$ cat src/rtl/mem_arbiter_if.sv
// Bus bundle between the two requesting masters, the arbiter and the downstream load/store port.
// The arbiter takes the slave modport; the master modport is the environment's view.
interface mem_arbiter_if;
    logic        m0_req,   m1_req;
    logic [31:0] m0_addr,  m1_addr;
    logic [31:0] m0_wdata, m1_wdata;
    logic        m0_wr,    m1_wr;
    logic [2:0]  m0_size,  m1_size;
    logic        m0_gnt,   m1_gnt;
    logic        m0_done,  m1_done;
    logic [31:0] m0_rdata, m1_rdata;
    logic        m_err;
    logic        s_en;
    logic [31:0] s_addr,   s_wdata;
    logic        s_wr;
    logic [2:0]  s_size;
    logic [31:0] s_rdata;
    logic        s_ready;
    logic        busy;

    modport slave (
        input  m0_req, m1_req, m0_addr, m1_addr, m0_wdata, m1_wdata,
               m0_wr, m1_wr, m0_size, m1_size, s_rdata, s_ready,
        output m0_gnt, m1_gnt, m0_done, m1_done, m0_rdata, m1_rdata, m_err,
               s_en, s_addr, s_wdata, s_wr, s_size, busy
    );

    modport master (
        output m0_req, m1_req, m0_addr, m1_addr, m0_wdata, m1_wdata,
               m0_wr, m1_wr, m0_size, m1_size, s_rdata, s_ready,
        input  m0_gnt, m1_gnt, m0_done, m1_done, m0_rdata, m1_rdata, m_err,
               s_en, s_addr, s_wdata, s_wr, s_size, busy
    );
endinterface

$ cat src/rtl/mem_arbiter.sv
// Two-master arbiter/sequencer (IDLE/ISSUE/WAIT/DONE) in front of one load/store memory port.
// Optional WAIT-state timeout abort is enabled by defining MEM_ARB_TIMEOUT_EN.
module mem_arbiter #(
    parameter int M1_MAX_WAIT    = 8,
    parameter int TIMEOUT_CYCLES = 64
) (
    input  logic          CLK,
    input  logic          BTN_N,
    mem_arbiter_if.slave  bus
);
    localparam int              AGE_W   = $clog2(M1_MAX_WAIT + 1);
    localparam logic [AGE_W-1:0] AGE_MAX = AGE_W'(M1_MAX_WAIT);

    typedef enum logic [1:0] {IDLE, ISSUE, WAIT, DONE} state_t;

    state_t           state_q;
    logic             owner_q;
    logic [AGE_W-1:0] age_q, age_d;
    logic             s_en_q, s_wr_q;
    logic [31:0]      s_addr_q, s_wdata_q;
    logic [2:0]       s_size_q;
    logic             m0_gnt_q, m1_gnt_q, m0_done_q, m1_done_q, m_err_q;
    logic [31:0]      m0_rdata_q, m1_rdata_q;
    logic             any_req, pick_m1;

`ifdef MEM_ARB_TIMEOUT_EN
    localparam int              TMO_W    = $clog2(TIMEOUT_CYCLES + 1);
    localparam logic [TMO_W-1:0] TMO_LAST = TMO_W'(TIMEOUT_CYCLES - 1);
    logic [TMO_W-1:0] tmo_q;
`endif

    assign any_req = bus.m0_req | bus.m1_req;
    // Master 0 has priority unless master 1 has waited long enough.
    assign pick_m1 = bus.m1_req & (~bus.m0_req | (age_q >= AGE_MAX));

    always_comb begin
        age_d = age_q;
        if (state_q == IDLE && any_req && pick_m1)
            age_d = '0;
        else if (bus.m1_req && !m1_gnt_q && age_q != AGE_MAX)
            age_d = age_q + 1'b1;
    end

    always_ff @(posedge CLK or negedge BTN_N) begin
        if (!BTN_N) begin
            state_q    <= IDLE;
            owner_q    <= 1'b0;
            age_q      <= '0;
            s_en_q     <= 1'b0;
            s_wr_q     <= 1'b0;
            s_addr_q   <= '0;
            s_wdata_q  <= '0;
            s_size_q   <= '0;
            m0_gnt_q   <= 1'b0;
            m1_gnt_q   <= 1'b0;
            m0_done_q  <= 1'b0;
            m1_done_q  <= 1'b0;
            m_err_q    <= 1'b0;
            m0_rdata_q <= '0;
            m1_rdata_q <= '0;
`ifdef MEM_ARB_TIMEOUT_EN
            tmo_q      <= '0;
`endif
        end else begin
            age_q     <= age_d;
            s_en_q    <= 1'b0;
            m0_done_q <= 1'b0;
            m1_done_q <= 1'b0;
            m_err_q   <= 1'b0;
            case (state_q)
                IDLE: begin
                    if (any_req) begin
                        owner_q   <= pick_m1;
                        s_addr_q  <= pick_m1 ? bus.m1_addr  : bus.m0_addr;
                        s_wdata_q <= pick_m1 ? bus.m1_wdata : bus.m0_wdata;
                        s_wr_q    <= pick_m1 ? bus.m1_wr    : bus.m0_wr;
                        s_size_q  <= pick_m1 ? bus.m1_size  : bus.m0_size;
                        s_en_q    <= 1'b1;
                        m0_gnt_q  <= ~pick_m1;
                        m1_gnt_q  <= pick_m1;
                        state_q   <= ISSUE;
                    end
                end
                ISSUE: begin
`ifdef MEM_ARB_TIMEOUT_EN
                    tmo_q <= '0;
`endif
                    state_q <= WAIT;
                end
                WAIT: begin
                    // A ready on the final allowed WAIT cycle still completes normally.
                    if (bus.s_ready) begin
                        if (owner_q) m1_rdata_q <= bus.s_rdata;
                        else         m0_rdata_q <= bus.s_rdata;
                        m0_done_q <= ~owner_q;
                        m1_done_q <= owner_q;
                        state_q   <= DONE;
                    end
`ifdef MEM_ARB_TIMEOUT_EN
                    else if (tmo_q == TMO_LAST) begin
                        if (owner_q) m1_rdata_q <= 32'hDEADBEEF;
                        else         m0_rdata_q <= 32'hDEADBEEF;
                        m0_done_q <= ~owner_q;
                        m1_done_q <= owner_q;
                        m_err_q   <= 1'b1;
                        state_q   <= DONE;
                    end else begin
                        tmo_q <= tmo_q + 1'b1;
                    end
`endif
                end
                DONE: begin
                    m0_gnt_q <= 1'b0;
                    m1_gnt_q <= 1'b0;
                    state_q  <= IDLE;
                end
                default: state_q <= IDLE;
            endcase
        end
    end

    assign bus.m0_gnt   = m0_gnt_q;
    assign bus.m1_gnt   = m1_gnt_q;
    assign bus.m0_done  = m0_done_q;
    assign bus.m1_done  = m1_done_q;
    assign bus.m0_rdata = m0_rdata_q;
    assign bus.m1_rdata = m1_rdata_q;
    assign bus.m_err    = m_err_q;
    assign bus.s_en     = s_en_q;
    assign bus.s_addr   = s_addr_q;
    assign bus.s_wdata  = s_wdata_q;
    assign bus.s_wr     = s_wr_q;
    assign bus.s_size   = s_size_q;
    assign bus.busy     = (state_q != IDLE);
endmodule
$ cat src/flat_wrapper.sv
// flat-port wrapper written by rule: the top's interface ports become plain ports
module mem_arbiter_flat 
#(
    parameter int M1_MAX_WAIT    = 8,
    parameter int TIMEOUT_CYCLES = 64
)
  (CLK, BTN_N, bus_m0_req, bus_m1_req, bus_m0_addr, bus_m1_addr, bus_m0_wdata, bus_m1_wdata, bus_m0_wr, bus_m1_wr, bus_m0_size, bus_m1_size, bus_s_rdata, bus_s_ready, bus_m0_gnt, bus_m1_gnt, bus_m0_done, bus_m1_done, bus_m0_rdata, bus_m1_rdata, bus_m_err, bus_s_en, bus_s_addr, bus_s_wdata, bus_s_wr, bus_s_size, bus_busy);
  mem_arbiter_if bus_i ();
  input  logic CLK;
  input  logic BTN_N;
  input wire logic [$bits(bus_i.m0_req)-1:0] bus_m0_req;
  input wire logic [$bits(bus_i.m1_req)-1:0] bus_m1_req;
  input wire logic [$bits(bus_i.m0_addr)-1:0] bus_m0_addr;
  input wire logic [$bits(bus_i.m1_addr)-1:0] bus_m1_addr;
  input wire logic [$bits(bus_i.m0_wdata)-1:0] bus_m0_wdata;
  input wire logic [$bits(bus_i.m1_wdata)-1:0] bus_m1_wdata;
  input wire logic [$bits(bus_i.m0_wr)-1:0] bus_m0_wr;
  input wire logic [$bits(bus_i.m1_wr)-1:0] bus_m1_wr;
  input wire logic [$bits(bus_i.m0_size)-1:0] bus_m0_size;
  input wire logic [$bits(bus_i.m1_size)-1:0] bus_m1_size;
  input wire logic [$bits(bus_i.s_rdata)-1:0] bus_s_rdata;
  input wire logic [$bits(bus_i.s_ready)-1:0] bus_s_ready;
  output wire logic [$bits(bus_i.m0_gnt)-1:0] bus_m0_gnt;
  output wire logic [$bits(bus_i.m1_gnt)-1:0] bus_m1_gnt;
  output wire logic [$bits(bus_i.m0_done)-1:0] bus_m0_done;
  output wire logic [$bits(bus_i.m1_done)-1:0] bus_m1_done;
  output wire logic [$bits(bus_i.m0_rdata)-1:0] bus_m0_rdata;
  output wire logic [$bits(bus_i.m1_rdata)-1:0] bus_m1_rdata;
  output wire logic [$bits(bus_i.m_err)-1:0] bus_m_err;
  output wire logic [$bits(bus_i.s_en)-1:0] bus_s_en;
  output wire logic [$bits(bus_i.s_addr)-1:0] bus_s_addr;
  output wire logic [$bits(bus_i.s_wdata)-1:0] bus_s_wdata;
  output wire logic [$bits(bus_i.s_wr)-1:0] bus_s_wr;
  output wire logic [$bits(bus_i.s_size)-1:0] bus_s_size;
  output wire logic [$bits(bus_i.busy)-1:0] bus_busy;
  assign bus_i.m0_req = bus_m0_req;
  assign bus_i.m1_req = bus_m1_req;
  assign bus_i.m0_addr = bus_m0_addr;
  assign bus_i.m1_addr = bus_m1_addr;
  assign bus_i.m0_wdata = bus_m0_wdata;
  assign bus_i.m1_wdata = bus_m1_wdata;
  assign bus_i.m0_wr = bus_m0_wr;
  assign bus_i.m1_wr = bus_m1_wr;
  assign bus_i.m0_size = bus_m0_size;
  assign bus_i.m1_size = bus_m1_size;
  assign bus_i.s_rdata = bus_s_rdata;
  assign bus_i.s_ready = bus_s_ready;
  assign bus_m0_gnt = bus_i.m0_gnt;
  assign bus_m1_gnt = bus_i.m1_gnt;
  assign bus_m0_done = bus_i.m0_done;
  assign bus_m1_done = bus_i.m1_done;
  assign bus_m0_rdata = bus_i.m0_rdata;
  assign bus_m1_rdata = bus_i.m1_rdata;
  assign bus_m_err = bus_i.m_err;
  assign bus_s_en = bus_i.s_en;
  assign bus_s_addr = bus_i.s_addr;
  assign bus_s_wdata = bus_i.s_wdata;
  assign bus_s_wr = bus_i.s_wr;
  assign bus_s_size = bus_i.s_size;
  assign bus_busy = bus_i.busy;
  mem_arbiter #(.M1_MAX_WAIT(M1_MAX_WAIT), .TIMEOUT_CYCLES(TIMEOUT_CYCLES)) u_core (.CLK(CLK), .BTN_N(BTN_N), .bus(bus_i));
endmodule
$ cat config.mk
export PLATFORM = sky130hd
export DESIGN_NAME = mem_arbiter_flat
export DESIGN_NICKNAME = d
export VERILOG_FILES = /design/src/rtl/mem_arbiter_if.sv /design/src/rtl/mem_arbiter.sv /design/src/flat_wrapper.sv
export SDC_FILE = /design/constraint.sdc
export NUM_CORES = 1
export LEC_CHECK = 0
export ABC_AREA = 1
export BUFFER_PORTS_ARGS = -buffer_cell sky130_fd_sc_hd__buf_2
export CAP_MARGIN = 20
export CELL_PAD_IN_SITES_DETAIL_PLACEMENT = 0
export CELL_PAD_IN_SITES_GLOBAL_PLACEMENT = 1
export CORE_MARGIN = 2
export CORE_UTILIZATION = 35
export CTS_BUF_LIST = sky130_fd_sc_hd__clkbuf_4 sky130_fd_sc_hd__clkbuf_8 sky130_fd_sc_hd__clkbuf_16
export CTS_CLUSTER_SIZE = 25
export DETAILED_ROUTE_END_ITERATION = 10
export GPL_TIMING_DRIVEN = 0
export PLACE_DENSITY = 0.81
export SLEW_MARGIN = 15
export SYNTH_ARGS = -nofsm -noshare
export SYNTH_HDL_FRONTEND = slang
export SYNTH_SLANG_ARGS = --single-unit
export TNS_END_PERCENT = 5
$ cat constraint.sdc
create_clock -name CLK -period 3.65 [get_ports CLK]
set_input_delay 0.1825 -clock CLK [delete_from_list [all_inputs] [get_ports CLK]]
set_output_delay 0.1825 -clock CLK [all_outputs]
set_load 0.01 [all_outputs]
==> results of run 1 <==
per-layer routing:
metal	part of all wire, %	global-route usage (%)	vias up
met4	2.5	6.81	0
li1	-	-	3392
met3	6.6	6.23	34
met2	48	34.2	229
met5	0	0	-
met1	43	25.7	3070
power by group through the flow:
stage               Clock (uW)  Sequential [uW]  Combinational [uW]
finish                    1810             2740                2860
global route              1920             2840                3250
CTS                       1850             2740                2920
detailed placement           0             2750                2920
global placement             0             2740                2880
floorplan                    0             3080                1240
registers in the layout (all words and copies together) (netlist names):
| signal | count |
|---|---|
| u_core.bus.m1_gnt | 1 |
| u_core.bus.m0_rdata | 32 |
| u_core.bus.m0_done | 1 |
| u_core.bus.m1_done | 1 |
| u_core.bus.s_en | 1 |
| u_core.bus.m0_gnt | 1 |
| u_core.bus.s_addr | 32 |
| u_core.age_q | 4 |
| u_core.bus.s_wr | 1 |
| u_core.bus.s_wdata | 32 |
| u_core.owner_q | 1 |
| u_core.bus.m1_rdata | 32 |
| u_core.bus.s_size | 3 |
| u_core.state_q | 2 |
per-stage QoR:
step                      hold slack (ns)  utilization (%)  setup slack [ns]  total power [uW]
after floorplan                    -0.113                -              2.30              4320
after global routing              0.00553             48.6              1.69              8010
final                              0.0156             48.6              1.84              7410
after global placement              0.450             45.1             0.231              5620
after CTS                         0.00163             48.5              1.80              7510
after detailed placement            0.210             45.3              1.83              5670
cell families after synthesis:
| kind of cell | after synthesis | synth area share [%] |
|---|---|---|
| compound gates | 70 | 5.25 |
| fa+ha+maj | 5 | 0.915 |
| buf+inv | 236 | 13.7 |
| flops | 144 | 52.7 |
| other cells | 1 | 0.0549 |
| simple gates | 445 | 27.4 |
synth_stat cells:
cell and n:
buf_1 1, nand2_2 1, nand3_1 148, o211ai_1 2, buf_2 20, buf_4 4
nand2_4 1, a21oi_1 2, nand4_1 1, o21ai_0 65, clkbuf_1 26, nor2_1 9
inv_1 181, buf_6 1, inv_2 3, ha_1 5, o21ai_2 1, nand3_2 1
nand2_1 284, conb_1 1, dfrtp_1 144
final timing paths:
check / start / to / depth (start not counted)
setup / recovery: u_core.state_q[0] / u_core.bus.s_wdata[18] / 8
hold / removal: bus_s_rdata[22] / u_core.bus.m0_rdata[22] / 3
setup reg to reg: u_core.state_q[0] / u_core.bus.s_wdata[18] / 8
hold reg to reg: u_core.bus.s_wdata[21] / u_core.bus.s_wdata[21] / 2
max in group asynchronous: BTN_N / u_core.bus.s_wdata[7] / 3
min in group asynchronous: BTN_N / u_core.bus.m1_rdata[19] / 2
final cells by class:
class                           instances  area, sq um
Timing Repair Buffer                  312         1600
Sequential cell                       144         3600
Antenna cell                            2         5.00
Clock buffer                           17          425
Clock inverter                         15          194
Tap cell                              265          332
Multi-Input combinational cell        521         2300
Buffer                                 52          243
Inverter                              184          691
Fill cell                            2013         9940
worst reg2reg max path, stage by stage, from the launching register on:
cell and delay, ns:
dfrtp_1 0.38, inv_1 0.10, ha_1 0.15, buf_2 0.20, o21ai_2 0.17, inv_2 0.21, buf_2 0.33, nand3_1 0.14
nand2_1 0.07
==> run summary, run 1 <==
Critical Path Sink Type -> flip-flop
Critical Path Fanout Max -> 10
crit path kind -> reg -> reg
Area growth syn-to-layout -> 37.4%
Post-Syn Area -> 6840 sq um
Netlist cell types -> 21
post-synthesis sequential area ratio -> 52.7%
P per Cell Area -> 789 nW/um^2
Final Skew -> 0.00974 ns
Leakage -> 0.00577 uW
drt drc -> 0
clock network power share -> 24.4%
Routed Antenna Nets -> 0
number of global-route vias before repair -> 6477
FF+latch count, synth -> 144
most frequent CP cell -> buf_2
ranking of synthesized cells by area -> dfrtp_1 (53%), nand2_1 (16%), nand3_1 (11%)
delay-heaviest family, CP -> buffers and inverters
Chip Width -> 144 um
Hold WC Path Type -> in -> reg
DRT iter0 DRCs -> 343
Total GRT Usage -> 20.6%
CORE AREA -> 19300 sq um
register share of total power -> 37.0%
Yosys Warn Count -> 0
final-report hold violation count -> 0
Critical Path AT -> 2.16 ns
hpwl dp -> 15700 um
Max-Cap Viols -> 0
layout cells sized above 1 -> 30.1%
Via density -> 4.45
DR WL/cell -> 13.8 um
Tmin final -> 1.81 ns
gpl congestion -> 0.811
most frequent cells in the layout -> buf_2 (329), nand2_1 (284), inv_1 (181), nand3_1 (148), dfrtp_1 (144)
Initial Util -> 35.4%
area leader, netlist -> dfrtp_1
switching pwr -> 2920 uW
Clock H-tree levels -> 4
most common cell after layout, fill and taps aside -> buf_2
clock sinks -> 144
CP required -> 4.01 ns
Mapped Nets -> 1079
Max-slew headroom -> 57.8%
post-CTS setup buffer count -> 0
total wire length -> 20900 um
Slowest-stage cell, CP -> dfrtp_1
Max stage delay on crit path -> 0.38 ns
CP cell instances -> inv_1 > ha_1 > buf_2 > o21ai_2 > inv_2 > buf_2 > nand3_1 > nand2_1
RSZ-0062 raised after global routing -> no
PortBufs -> 310
Final nets -> 1410
share of the synthesized area in the top cell type -> 52.7%
post-route cell area -> 9390 sq um
initial antenna violation count -> 2
reg-to-reg slack, setup -> 1.84 ns
Rows -> 51
setup TNS -> 0 ns
Final Instance Count excl. Fillers -> 1512
Tcrit/Tclk final -> 49.5%
clock buffer depth -> 2
Total Die Area -> 20700 sq um
worst-margin pin slew -> 0.633 ns
Setup-failing EPs final -> 0
critical path startpoint category -> flip-flop
CTS tree -> built
pin count of the biggest net entering global routing -> 79
Resized cells post-CTS -> 0
IO Pins -> 312
internal power -> 4490 uW
first-pass GRT wire length -> 33000 um
Clk pin slew, worst setup/hold paths -> 0.07 ns
Initial DRT Pass Iterations -> 6
Fmax achieved -> 554 MHz
Crit path buffers/inverters -> 4
Overflow after GRT -> 0
Switching Fraction -> 39.4%
cts hold-fix bufs -> 1
TritonCTS Buffers -> 17
Clk Tree Root Cell -> clkbuf_16
status -> complete, no violations
Vias -> 6725
Worst-Skew Late Latency -> 0.43 ns
Mapped Cells -> 901
Comb power frac -> 38.6%
Syn Area/Cell -> 7.59 sq um
Die H -> 144 um
maximum vdd drop -> 299 uV
Placement Cell Area -> 8760 sq um
DP Cell Count -> 1477
max-slew violations -> 0
No activity file was read; power rests on OpenSTA's default activity.
==> inputs of run 2 (changes only) <==
- CORE_UTILIZATION: 35 -> 33
- PLACE_DENSITY: 0.81 -> 0.77
- clock period: 3.65 -> 1.86 ns (I/O delays scaled with it)
==> run 2 against run 1 <==
Clock skew down 0.0017 ns; register-to-register slack lost 1.7 ns; cell area is 13% higher; via count up 7.9%; first-iteration DRC count shrank 11%; die area grew 5.9%; core utilization rose by 3.8 points; critical path depth did not move; power is 100% higher; highest routed layer unchanged.
==> run summary, run 2 (synthesis results as in run 1) <==
hold slack final -> 0.00116 ns (was 0.0156 ns)
Final Skew -> 0.00809 ns (was 0.00974 ns)
Final Total Pwr -> 14800 uW (was 7410 uW)
Chip Width -> 148 um (was 144 um)
PortBufs -> 310 (unchanged)
Initial DRT Pass Iterations -> 5 (was 6)
first-pass GRT wire length -> 36800 um (was 33000 um)
IO Pins -> 312 (unchanged)
CP cell instances -> inv_1 > ha_1 > buf_2 > o21ai_2 > inv_4 > buf_2 > nand3_1 > nand2_1 (was inv_1 > ha_1 > buf_2 > o21ai_2 > inv_2 > buf_2 > nand3_1 > nand2_1)
Overflow after GRT -> 0 (unchanged)
crit path kind -> reg -> reg (unchanged)
Critical Path Sink Type -> flip-flop (unchanged)
Via density -> 4.43 (was 4.45)
layout cells sized above 1 -> 27.8% (was 30.1%)
Initial Util -> 33.7% (was 35.4%)
Crit path buffers/inverters -> 4 (unchanged)
Tmin final -> 1.73 ns (was 1.81 ns)
CTS tree -> built (unchanged)
Slowest-stage cell, CP -> dfrtp_1 (unchanged)
Die H -> 148 um (was 144 um)
Critical Path AT -> 2.09 ns (was 2.16 ns)
DR WL/cell -> 13.9 um (was 13.8 um)
Clk Tree Root Cell -> clkbuf_16 (unchanged)
critical path startpoint category -> flip-flop (unchanged)
CP required -> 2.22 ns (was 4.01 ns)
Worst-Skew Late Latency -> 0.42 ns (was 0.43 ns)
clock sinks -> 144 (unchanged)
status -> complete, no violations (unchanged)
Placement Cell Area -> 8760 sq um (about the same)
CORE AREA -> 20300 sq um (was 19300 sq um)
pin count of the biggest net entering global routing -> 75 (was 79)
maximum vdd drop -> 576 uV (was 299 uV)
Area growth syn-to-layout -> 55.5% (was 37.4%)
worst-margin pin slew -> 0.565 ns (was 0.633 ns)
Leakage -> 0.00629 uW (was 0.00577 uW)
clock buffer depth -> 2 (unchanged)
initial antenna violation count -> 1 (was 2)
most frequent CP cell -> buf_2 (unchanged)
final worst setup slack -> 0.132 ns (was 1.84 ns)
Rows -> 52 (was 51)
Clock H-tree levels -> 4 (unchanged)
Tcrit/Tclk final -> 92.9% (was 49.5%)
post-CTS setup buffer count -> 0 (unchanged)
Routed Antenna Nets -> 0 (unchanged)
Final nets -> 1533 (was 1410)
Fmax achieved -> 579 MHz (was 554 MHz)
Max stage delay on crit path -> 0.38 ns (about the same)
most common cell after layout, fill and taps aside -> buf_2 (unchanged)
delay-heaviest family, CP -> buffers and inverters (unchanged)
post-route cell area -> 10600 sq um (was 9390 sq um)
Filler cells -> 1974 (was 2013)
drt drc -> 0 (unchanged)
Max-Cap Viols -> 0 (unchanged)
max-slew violations -> 0 (unchanged)
Clk pin slew, worst setup/hold paths -> 0.07 ns (about the same)
final-report hold violation count -> 0 (unchanged)
most frequent cells in the layout -> buf_2 (326), nand2_1 (284), inv_1 (181), nand3_1 (148), dfrtp_1 (144) (was buf_2 (329), nand2_1 (284), inv_1 (181), nand3_1 (148), dfrtp_1 (144))
hpwl dp -> 16200 um (was 15700 um)
gpl congestion -> 0.771 (was 0.811)
Total Die Area -> 21900 sq um (was 20700 sq um)
Vias -> 7253 (was 6725)
P per Cell Area -> 1400 nW/um^2 (was 789 nW/um^2)
final core occ -> 52.4% (was 48.6%)
Total GRT Usage -> 21.2% (was 20.6%)
Hold WC Path Type -> in -> reg (unchanged)
TritonCTS Buffers -> 17 (unchanged)
Setup-failing EPs final -> 0 (unchanged)
total wire length -> 22900 um (was 20900 um)
reg-to-reg slack, setup -> 0.13 ns (was 1.84 ns)
worst slack, placed -> -0.0190 ns (was 1.83 ns)
Max-slew headroom -> 62.3% (was 57.8%)
number of global-route vias before repair -> 7335 (was 6477)
DRT iter0 DRCs -> 304 (was 343)
Critical Path Fanout Max -> 10 (unchanged)
run 2: cell count changes in the layout (fill, tap and decap cells not counted), moves of 2 or more:
cell / previous run / this run
clkinv_8: 2 / 0
dlygate4sd3_1: 1 / 124
buf_2: 329 / 326
clkinv_4: 2 / 0
inv_8: 3 / 5
clkbuf_2: 0 / 5
clkinvlp_4: 2 / 4
clkbuf_1: 26 / 22
clkbuf_4: 0 / 3
run 2: final cells by class:
class	count	area [sq um]	area share [%]
clock buffer	18	433	4.07
tap	270	338	3.18
inverter	184	693	6.52
timing repair buffer	435	2830	26.6
multi-input combinational	521	2300	21.6
sequential	144	3600	33.9
clock inverter	14	173	1.62
antenna	1	2.50	0.0235
buffer	52	256	2.41
run 2: worst reg2reg max path: stages (launching register included):
cell     delay, ns
dfrtp_1       0.38
inv_1         0.11
ha_1          0.14
buf_2         0.19
o21ai_2       0.20
inv_4         0.19
buf_2         0.26
nand3_1       0.13
nand2_1       0.08
run 2: power breakdown:
part           switching, uW  internal (uW)  leakage (uW)  total [uW]
logic                   3550           2360       0.00421        5910
registers                777           4600       0.00180        5380
clock network           1490           2050      0.000287        3540
run 2: path summary, 6_finish.rpt:
check                                           from  depth (start not counted)                      end
max in group asynchronous                      BTN_N                          3    u_core.bus.s_addr[30]
worst min register to register  u_core.bus.s_size[1]                          2     u_core.bus.s_size[1]
worst max-delay path               u_core.state_q[0]                          8    u_core.bus.s_wdata[2]
min in group asynchronous                      BTN_N                          2  u_core.bus.m1_rdata[15]
worst max register to register     u_core.state_q[0]                          8    u_core.bus.s_wdata[2]
worst min-delay path                  bus_m1_addr[6]                          5     u_core.bus.s_addr[6]
run 2: metal layers:
metal,routed length (um),global-route usage [%],vias up
li1,-,-,3643
met4,536,6.95,0
met3,1320,5.15,34
met1,9530,25.9,3355
met5,0,0,-
met2,11500,36.8,221
run 2: metrics by stage:
step | cells | setup TNS (ns)
2_1_floorplan | 901 | 0
3_3_place_gp | 1481 | -225.69
3_5_place_dp | 1482 | -0.0312
4_1_cts | 1638 | 0
5_1_grt | 1638 | -0.000980
6_report | 1639 | 0
run 2: repair_timing:
action                                 in CTS  in global routing
pin swaps                                   0                  0
hold buffers                              124                  0
setup endpoints to repair                   4                 81
endpoints found under the hold margin     195                  0
cloned                                      0                  0
gates resized for setup                     1                 12
